File: config.mk
export PLATFORM = sky130hd
export DESIGN_NAME = arm_fetch_flat
export DESIGN_NICKNAME = d
export VERILOG_FILES = /design/src/rtl/arm_fetch_if.sv /design/src/rtl/arm_fetch.sv /design/src/flat_wrapper.sv
export SDC_FILE = /design/constraint.sdc
export NUM_CORES = 1
export LEC_CHECK = 0
export CAP_MARGIN = 15
export CELL_PAD_IN_SITES_DETAIL_PLACEMENT = 1
export CELL_PAD_IN_SITES_GLOBAL_PLACEMENT = 1
export CORE_MARGIN = 8
export CORE_UTILIZATION = 48
export DETAILED_ROUTE_END_ITERATION = 8
export PLACE_DENSITY_LB_ADDON = 0.1
export SLEW_MARGIN = 10
export SYNTH_ARGS = -nofsm -noshare
export SYNTH_HDL_FRONTEND = slang
export SYNTH_SLANG_ARGS = --single-unit
File: constraint.sdc
create_clock -name clk -period 12.08 [get_ports clk]
set_input_delay 1.812 -clock clk [delete_from_list [all_inputs] [get_ports clk]]
set_output_delay 1.812 -clock clk [all_outputs]
set_load 0.02 [all_outputs]
File: src/rtl/arm_fetch_if.sv
// Fetch unit bus: instruction-memory read port, branch redirect and decode-side handshake.
// master = fetch unit, slave = memory/execute/decode side.
interface arm_fetch_if;
   logic        imem_req;
   logic [31:0] imem_addr;
   logic        imem_ack;
   logic [31:0] imem_rdata;
   logic        redirect;
   logic [31:0] redirect_pc;
   logic        inst_valid;
   logic [31:0] inst;
   logic [31:0] inst_pc;
   logic        inst_ready;

   modport master (
      output imem_req, imem_addr, inst_valid, inst, inst_pc,
      input  imem_ack, imem_rdata, redirect, redirect_pc, inst_ready
   );

   modport slave (
      input  imem_req, imem_addr, inst_valid, inst, inst_pc,
      output imem_ack, imem_rdata, redirect, redirect_pc, inst_ready
   );
endinterface

File: src/rtl/arm_fetch.sv
// Instruction fetch: one outstanding imem read, DEPTH-entry {pc, word} prefetch queue,
// registered head presented to decode, branch redirect flushes and restarts fetch.
module arm_fetch #(
   parameter logic [31:0] RESET_PC = 32'h0000_0000,
   parameter int          DEPTH    = 2
) (
   input  logic        clk,
   input  logic        reset,
   arm_fetch_if.master bus
);
   localparam int          PW  = $clog2(DEPTH);
   localparam int          CW  = PW + 1;
   localparam logic [31:0] PC0 = {RESET_PC[31:2], 2'b00};

   typedef enum logic [1:0] {IDLE, WAIT, DROP} state_t;

   state_t        state;
   logic          imem_req;
   logic [31:0]   imem_addr, fetch_pc, inst, inst_pc;
   logic [CW-1:0] count;
   logic [PW-1:0] head, tail;
   logic [31:0]   q_pc   [DEPTH];
   logic [31:0]   q_word [DEPTH];

   logic          ack, pop, push;
   logic [CW-1:0] cnt_pop, cnt_nxt;
   logic [PW-1:0] head_nxt;
   logic [31:0]   rpc, addr_inc;

   function automatic logic [PW-1:0] ptr_inc(input logic [PW-1:0] p);
      return (p == PW'(DEPTH - 1)) ? '0 : p + 1'b1;
   endfunction

   // An ack only counts against a live request; stray acks while idle are dropped.
   assign ack      = bus.imem_ack & imem_req;
   assign pop      = (count != '0) & bus.inst_ready & ~bus.redirect;
   assign push     = ack & (state == WAIT) & ~bus.redirect;
   assign cnt_pop  = count - CW'(pop);
   assign cnt_nxt  = cnt_pop + CW'(push);
   assign head_nxt = pop ? ptr_inc(head) : head;
   assign rpc      = {bus.redirect_pc[31:2], 2'b00};
   assign addr_inc = imem_addr + 32'd4;

   always_ff @(posedge clk) begin
      if (push) begin
         q_pc[tail]   <= imem_addr;
         q_word[tail] <= bus.imem_rdata;
      end
   end

   always_ff @(posedge clk or posedge reset) begin
      if (reset) begin
         state     <= IDLE;
         imem_req  <= 1'b0;
         imem_addr <= PC0;
         fetch_pc  <= PC0;
         count     <= '0;
         head      <= '0;
         tail      <= '0;
         inst      <= '0;
         inst_pc   <= '0;
      end else begin
         if (bus.redirect) begin
            count <= '0;
            head  <= '0;
            tail  <= '0;
         end else begin
            count <= cnt_nxt;
            head  <= head_nxt;
            if (push) tail <= ptr_inc(tail);
            // Head register tracks the post-update head; an empty queue keeps the last value.
            if (cnt_pop != '0) begin
               inst    <= q_word[head_nxt];
               inst_pc <= q_pc[head_nxt];
            end else if (push) begin
               inst    <= bus.imem_rdata;
               inst_pc <= imem_addr;
            end
         end

         case (state)
            IDLE: begin
               if (bus.redirect) begin
                  fetch_pc  <= rpc;
                  imem_addr <= rpc;
                  imem_req  <= 1'b1;
                  state     <= WAIT;
               end else if (cnt_pop < CW'(DEPTH)) begin
                  imem_addr <= fetch_pc;
                  imem_req  <= 1'b1;
                  state     <= WAIT;
               end
            end
            WAIT: begin
               if (bus.redirect) begin
                  fetch_pc <= rpc;
                  if (ack) imem_addr <= rpc;
                  else     state     <= DROP;
               end else if (ack) begin
                  fetch_pc <= addr_inc;
                  if (cnt_nxt < CW'(DEPTH)) begin
                     imem_addr <= addr_inc;
                  end else begin
                     imem_req <= 1'b0;
                     state    <= IDLE;
                  end
               end
            end
            DROP: begin
               // Old request must still complete; its data is thrown away.
               if (bus.redirect) fetch_pc <= rpc;
               if (ack) begin
                  imem_addr <= bus.redirect ? rpc : fetch_pc;
                  state     <= WAIT;
               end
            end
            default: begin
               imem_req <= 1'b0;
               state    <= IDLE;
            end
         endcase
      end
   end

   assign bus.imem_req   = imem_req;
   assign bus.imem_addr  = imem_addr;
   assign bus.inst_valid = (count != '0);
   assign bus.inst       = inst;
   assign bus.inst_pc    = inst_pc;
endmodule

File: src/flat_wrapper.sv
// flat-port wrapper written by rule: the top's interface ports become plain ports
module arm_fetch_flat 
#(
   parameter logic [31:0] RESET_PC = 32'h0000_0000,
   parameter int          DEPTH    = 2
)
  (clk, reset, bus_imem_req, bus_imem_addr, bus_inst_valid, bus_inst, bus_inst_pc, bus_imem_ack, bus_imem_rdata, bus_redirect, bus_redirect_pc, bus_inst_ready);
  arm_fetch_if bus_i ();
  input  logic clk;
  input  logic reset;
  output wire logic [$bits(bus_i.imem_req)-1:0] bus_imem_req;
  output wire logic [$bits(bus_i.imem_addr)-1:0] bus_imem_addr;
  output wire logic [$bits(bus_i.inst_valid)-1:0] bus_inst_valid;
  output wire logic [$bits(bus_i.inst)-1:0] bus_inst;
  output wire logic [$bits(bus_i.inst_pc)-1:0] bus_inst_pc;
  input wire logic [$bits(bus_i.imem_ack)-1:0] bus_imem_ack;
  input wire logic [$bits(bus_i.imem_rdata)-1:0] bus_imem_rdata;
  input wire logic [$bits(bus_i.redirect)-1:0] bus_redirect;
  input wire logic [$bits(bus_i.redirect_pc)-1:0] bus_redirect_pc;
  input wire logic [$bits(bus_i.inst_ready)-1:0] bus_inst_ready;
  assign bus_imem_req = bus_i.imem_req;
  assign bus_imem_addr = bus_i.imem_addr;
  assign bus_inst_valid = bus_i.inst_valid;
  assign bus_inst = bus_i.inst;
  assign bus_inst_pc = bus_i.inst_pc;
  assign bus_i.imem_ack = bus_imem_ack;
  assign bus_i.imem_rdata = bus_imem_rdata;
  assign bus_i.redirect = bus_redirect;
  assign bus_i.redirect_pc = bus_redirect_pc;
  assign bus_i.inst_ready = bus_inst_ready;
  arm_fetch #(.RESET_PC(RESET_PC), .DEPTH(DEPTH)) u_core (.clk(clk), .reset(reset), .bus(bus_i));
endmodule
After elaboration in Yosys (flattened, before gate mapping) --
Memories as Yosys holds them, arrays and structs flattened. Cells that the tools add are included.
Cells by class: order comparisons 2, equality and inequality tests 11, mux-type cells 39, add/subtract/negate cells 5, reduce and logical (&&, ||, !) cells 13, bitwise operators 7
Operators by type and width (number):
- $mux W32 | 14
- $pmux W32 S3 | 1
- $pmux W32 S2 | 1
- $add A32 B3 Y32 const B | 1
- $mux W2 | 8
- $reduce_and A5 Y1 | 3
- $mux W1 | 13
- $reduce_bool A2 Y1 | 5
- $ne A3 B3 Y1 const B | 3
- $ne A3 B2 Y1 const B | 2
- $pmux W2 S3 | 1
- $and A1 B1 Y1 | 5
- $lt A2 B2 Y1 const B | 2
- $ne A2 B1 Y1 const B | 2
- $ne A2 B2 Y1 const B | 2
- $reduce_and A2 Y1 | 2
- $pmux W1 S3 | 1
- $reduce_bool A3 Y1 | 1
- $add A1 B1 Y1 const B | 2
- $add A2 B1 Y2 | 1
- $eq A2 B1 Y1 const B | 1
- $eq A2 B2 Y1 const B | 1
- $logic_not A2 Y1 | 1
- $not A1 Y1 | 2
- 2 further kinds | 2
Word-level totals: flip-flop bits (word level) 135, bits in writable memories 128, memories kept 2, input bits 69, output and inout port bits 98
Memory list:
- u_core.q_pc | depth 2, bits a word 32, rd ports 1, clocked after Yosys merged registers in 0, wr ports 1, line arm_fetch.sv:22 | logic [31:0] q_pc [DEPTH];
- u_core.q_word | depth 2, bits a word 32, rd ports 1, clocked after Yosys merged registers in 0, wr ports 1, line arm_fetch.sv:23 | logic [31:0] q_word [DEPTH];

Longest topological paths before layout --
depth in word-level cells 10, depth in mapped cells 13, mapped depth without buffers 10

Worst setup path before layout --
Ideal clock, no wire load.
path kind input to register, start point input port bus_imem_ack, end point memory u_core.q_pc[0][0], enable pin, data arrival time 5164 ps, path buffers 2, data required time 11593 ps, slack 6429 ps, stages on the path 5, cell sequence and2_1 > clkbuf_1 > nand2_1 > clkbuf_1 > nor2_1
On the way: word-level cells in the longest chain between the ends 5
RTL lines:
- from (decl) | line flat_wrapper.sv:16 | input wire logic [$bits(bus_i.imem_ack)-1:0] bus_imem_ack;
- $and A1 B1 Y1 | line arm_fetch.sv:35 | assign ack = bus.imem_ack & imem_req;
- $and A1 B1 Y1 (2 in series) | line arm_fetch.sv:37 | assign push = ack & (state == WAIT) & ~bus.redirect;
- $mux W1 | line arm_fetch.sv:45 | if (push) begin
- $mux W1 (implied by the code) | line arm_fetch.sv:46 | q_pc[tail] <= imem_addr;
- to (decl) | line arm_fetch.sv:22
No other way between the ends.

Worst setup path in the final report --
start point input port bus_imem_ack, end point register u_core.imem_addr[1], in the netlist u_core.bus.imem_addr[1]
On the way: word-level cells in the longest chain between the ends 7, elaborated cells between the ends (all ways) 9, classes of those cells add/sub (1); order compare (1); eq/ne (3); bitwise (3); reduce/logical (1)
RTL lines:
- $and A1 B1 Y1 (*) | line arm_fetch.sv:35
- $and A1 B1 Y1 (2 in series) | line arm_fetch.sv:37
- $add A2 B1 Y2 | line arm_fetch.sv:39 | assign cnt_nxt = cnt_pop + CW'(push);
- $lt A2 B2 Y1 | line arm_fetch.sv:101 | if (cnt_nxt < CW'(DEPTH)) begin
- $ne A3 B3 Y1 (no line)
- $reduce_and A5 Y1 (no line) (*)
- to (signal assigned) | line arm_fetch.sv:97 | if (ack) imem_addr <= rpc;
- to (signal assigned) | line arm_fetch.sv:102 | imem_addr <= addr_inc;
- to (signal assigned) | line arm_fetch.sv:113 | imem_addr <= bus.redirect ? rpc : fetch_pc;
- to (decl) | line arm_fetch.sv:19 | logic [31:0] imem_addr, fetch_pc, inst, inst_pc;
Mark *: on every way between the ends. The rest lies on a longest branch, timed or not. A chain may end at the register's enable or synchronous reset.

==> results.ini <==
[status]
status = finished, final reports clean

[synth]
syn_avg_cell_area_um2 = 12.3
async_flop_share = 0.513
synth_edf_count = 128
synth_mux_area_frac = 0.0587
synth.distinct_cells = 73
synthCells = 963
ys.flop_type = dfrtp_1
ys_seq_elements = 263
netlist_top_cells_area = edfxtp_1 (33%), dfrtp_1 (29%), mux2i_1 (5.6%)
syn_area_um2 = 11800
synthXorXnorAreaFrac = 0.0235
synthSimpleGateAreaFrac = 0.0939
syn-num-nets = 1035
ys_seq_area_frac = 0.611
yosysWarnings = 0
synth_top_area_share = 0.325
synth_top_family_by_area = compound AO/OA/AOI/OAI gates
yosysTopAreaCell = edfxtp_1
synthAdderAreaFrac = 0.00318
synth_compound_area_frac = 0.170

[clock_tree]
path_clk_slew_ps = 60
cts_buffers = 29
cts.sinks = 263
cts_tree = done
htreeDepth = 1
insertion_delay_ps = 550
hold_buffers = 0
post_cts_buffers = 0
cts_resized = 0
ctsRootBufferMaster = clkbuf_16
cts_max_path_buffers = 3

[floorplanning]
core_um2 = 24200
fp.dieW_um = 173
rows = 57
start_util = 0.487
die_y_um = 173
die_area_um2 = 29900
boundaryPins = 167

[sta]
whs_ps = 511
grt_setup_unrepaired = false
setup_tns_ps = 0
fmax_mhz = 199
maxSlewHeadroom = 0.334
tightestPinTransition_ps = 999
final_hold_viol_count = 0
setup_viol = 0
finClkSkew_ps = 22.9
fin_crit_sh = 0.417
fin_crit_ps = 5040
slew_viol_final = 0

[power_and_ir_drop]
ir_drop_uv = 128
pwr_density_cell_nw_per_um2 = 262
power_leakage_nw = 5.80

[setup_path]
end_kind = flip-flop
critPathRequiredTime_ps = 12520
critPathMaxFanout = 26
crit_path_frequent_cell = nand2_1
arrival_ps = 5470
cp_slowest_stage_delay_ps = 590
crit_type = in -> reg
slowest_stage = inv_2
reg2reg_depth = 11
start_kind = primary input
path_cells = clkdlybuf4s50_1 > and2_1 > nand2_1 > inv_2 > ha_1 > nand2_1 > nor4b_2 > a2111oi_4 > buf_4 > nand2_1 > a22o_1

[drt]
avgRoutedWirePerCell_um = 23.8
route.detailed.drc = 0
vias = 8607
dr.pass1.iters = 5
drt_wl_total_um = 34300
viasPerCell = 5.96
postRouteAntennaNets = 0
first_iter_violations = 647

[hold_path]
min_path_type = reg -> reg
hold_depth = 2

[placement]
place_congestion = 0.816
dp_hpwl_um = 20700
port-buffer-count = 164

[global_routing]
globalRouteTotalUtil = 0.225
grt_max_degree = 87
grt_overflow = 0
grt_pass1_vias = 9283
grt_pass1_wl_um = 54300
grt_antenna_before_repair = 0

[layout]
drive_gt1_frac = 0.0795
num_antenna_cells = 0
nets = 1169
syn2layout_area_growth_pct = 22.6

[job]
cap_viol_max_count = 0

-- through the flow --
| stage | cells | total power, W | setup slack, ps | util | area, um2 |
|---|---|---|---|---|---|
| after detailed placement | 1389 | 0.00296 | 5920 | 0.560 | 13600 |
| after floorplan | 963 | 0.00234 | 6430 | - | 11800 |
| final | 1444 | 0.00380 | 7040 | 0.598 | 14500 |
| after CTS | 1443 | 0.00382 | 6490 | 0.597 | 14500 |
| after global placement | 1389 | 0.00290 | 6030 | 0.560 | 13600 |
| after global routing | 1444 | 0.00400 | 6820 | 0.598 | 14500 |
-- area by class of cell --
cell class | count | area (um2)
fillers | 2464 | 9750
clock inverters | 12 | 87.6
repair buffers | 178 | 1750
well taps | 324 | 405
clock buffers | 42 | 815
inverters | 14 | 57.6
flip-flops and latches | 263 | 7220
multi-input cells | 611 | 4160
-- final timing paths --
kind,from,endpoint,slack (ps)
max,bus_imem_ack,u_core.bus.imem_addr[1],7040
min,u_core.fetch_pc[22],u_core.fetch_pc[22],510
max reg2reg,u_core.state[1],u_core.bus.imem_addr[1],7530
min reg2reg,u_core.fetch_pc[22],u_core.fetch_pc[22],510
max in group asynchronous,reset,u_core.bus.inst_pc[18],8950
min in group asynchronous,reset,u_core.bus.inst_pc[8],1810
-- layout by cell type (no fill, tap or decap), types with 13 or more instances in the layout --
cell type,n
nand3_1,13
dfrtp_1,135
nor2_1,46
edfxtp_1,128
a21oi_1,54
clkdlybuf4s50_1,163
o21ai_0,50
o21ai_1,54
clkbuf_16,29
o22ai_1,24
nand2_1,62
mux2i_1,66
a22oi_1,69
buf_4,13
xnor2_1,22
-- worst max-delay path, delay by kind of cell --
family	cells	cell delay (ps)
buffers and inverters	3	1470
and+or+nand+nor	5	1270
AOI/OAI and AO/OA	2	550
adders and majority gates	1	330
-- synth_stat cells, types with 3 or more instances --
| master | instances |
|---|---|
| a211oi_1 | 3 |
| a21oi_1 | 54 |
| a22o_1 | 12 |
| a22oi_1 | 69 |
| a2bb2oi_1 | 3 |
| a31oi_1 | 7 |
| and2_1 | 5 |
| and3_1 | 5 |
| and3b_1 | 3 |
| and4_1 | 3 |
| buf_2 | 21 |
| buf_4 | 6 |
| buf_6 | 8 |
| clkbuf_1 | 34 |
| dfrtp_1 | 135 |
| edfxtp_1 | 128 |
| ha_1 | 3 |
| inv_1 | 13 |
| mux2_2 | 3 |
| mux2i_1 | 66 |
| nand2_1 | 62 |
| nand2b_1 | 12 |
| nand3_1 | 13 |
| nand4_1 | 3 |
| nor2_1 | 47 |
| nor2b_1 | 4 |
| nor3_1 | 9 |
| nor3_2 | 3 |
| nor3_4 | 5 |
| nor4_1 | 4 |
| nor4_4 | 3 |
| o211ai_1 | 4 |
| o21a_1 | 3 |
| o21ai_0 | 50 |
| o21ai_1 | 54 |
| o22ai_1 | 24 |
| o2bb2ai_1 | 11 |
| o31ai_1 | 4 |
| xnor2_1 | 22 |
| xor2_1 | 6 |
-- logic make-up after synthesis --
family | Yosys count
AND/OR/NAND/NOR | 194
XOR/XNOR | 30
buffers and inverters | 89
adder cells (fa/ha/maj) | 3
flip-flops | 263
multiplexers | 69
AO/OA/AOI/OAI | 315
-- state kept, by name, summed over array words and instances, names as in the netlist --
name,cells
u_core.bus.inst,32
u_core.tail,1
u_core.bus.imem_req,1
u_core.bus.inst_pc,32
u_core.q_pc,64
u_core.head,1
u_core.count,2
u_core.q_word,64
u_core.fetch_pc,32
u_core.bus.imem_addr,32
u_core.state,2
-- where the power goes --
part | switching [W] | total (W) | internal, W | leakage (nW)
clock | 0.000362 | 0.000849 | 0.000488 | 0.445
sequential | 0.000271 | 0.00149 | 0.00122 | 2.83
combinational | 0.000838 | 0.00146 | 0.000619 | 2.52
-- layer usage --
layer,wire length (um),part of all wire,GRT usage
met2,17000,0.49,0.384
met4,685,0.020,0.0586
met3,1590,0.046,0.0346
met1,15100,0.44,0.296
met5,0,0,0
Note: power is estimated with default switching activity, not from simulation.
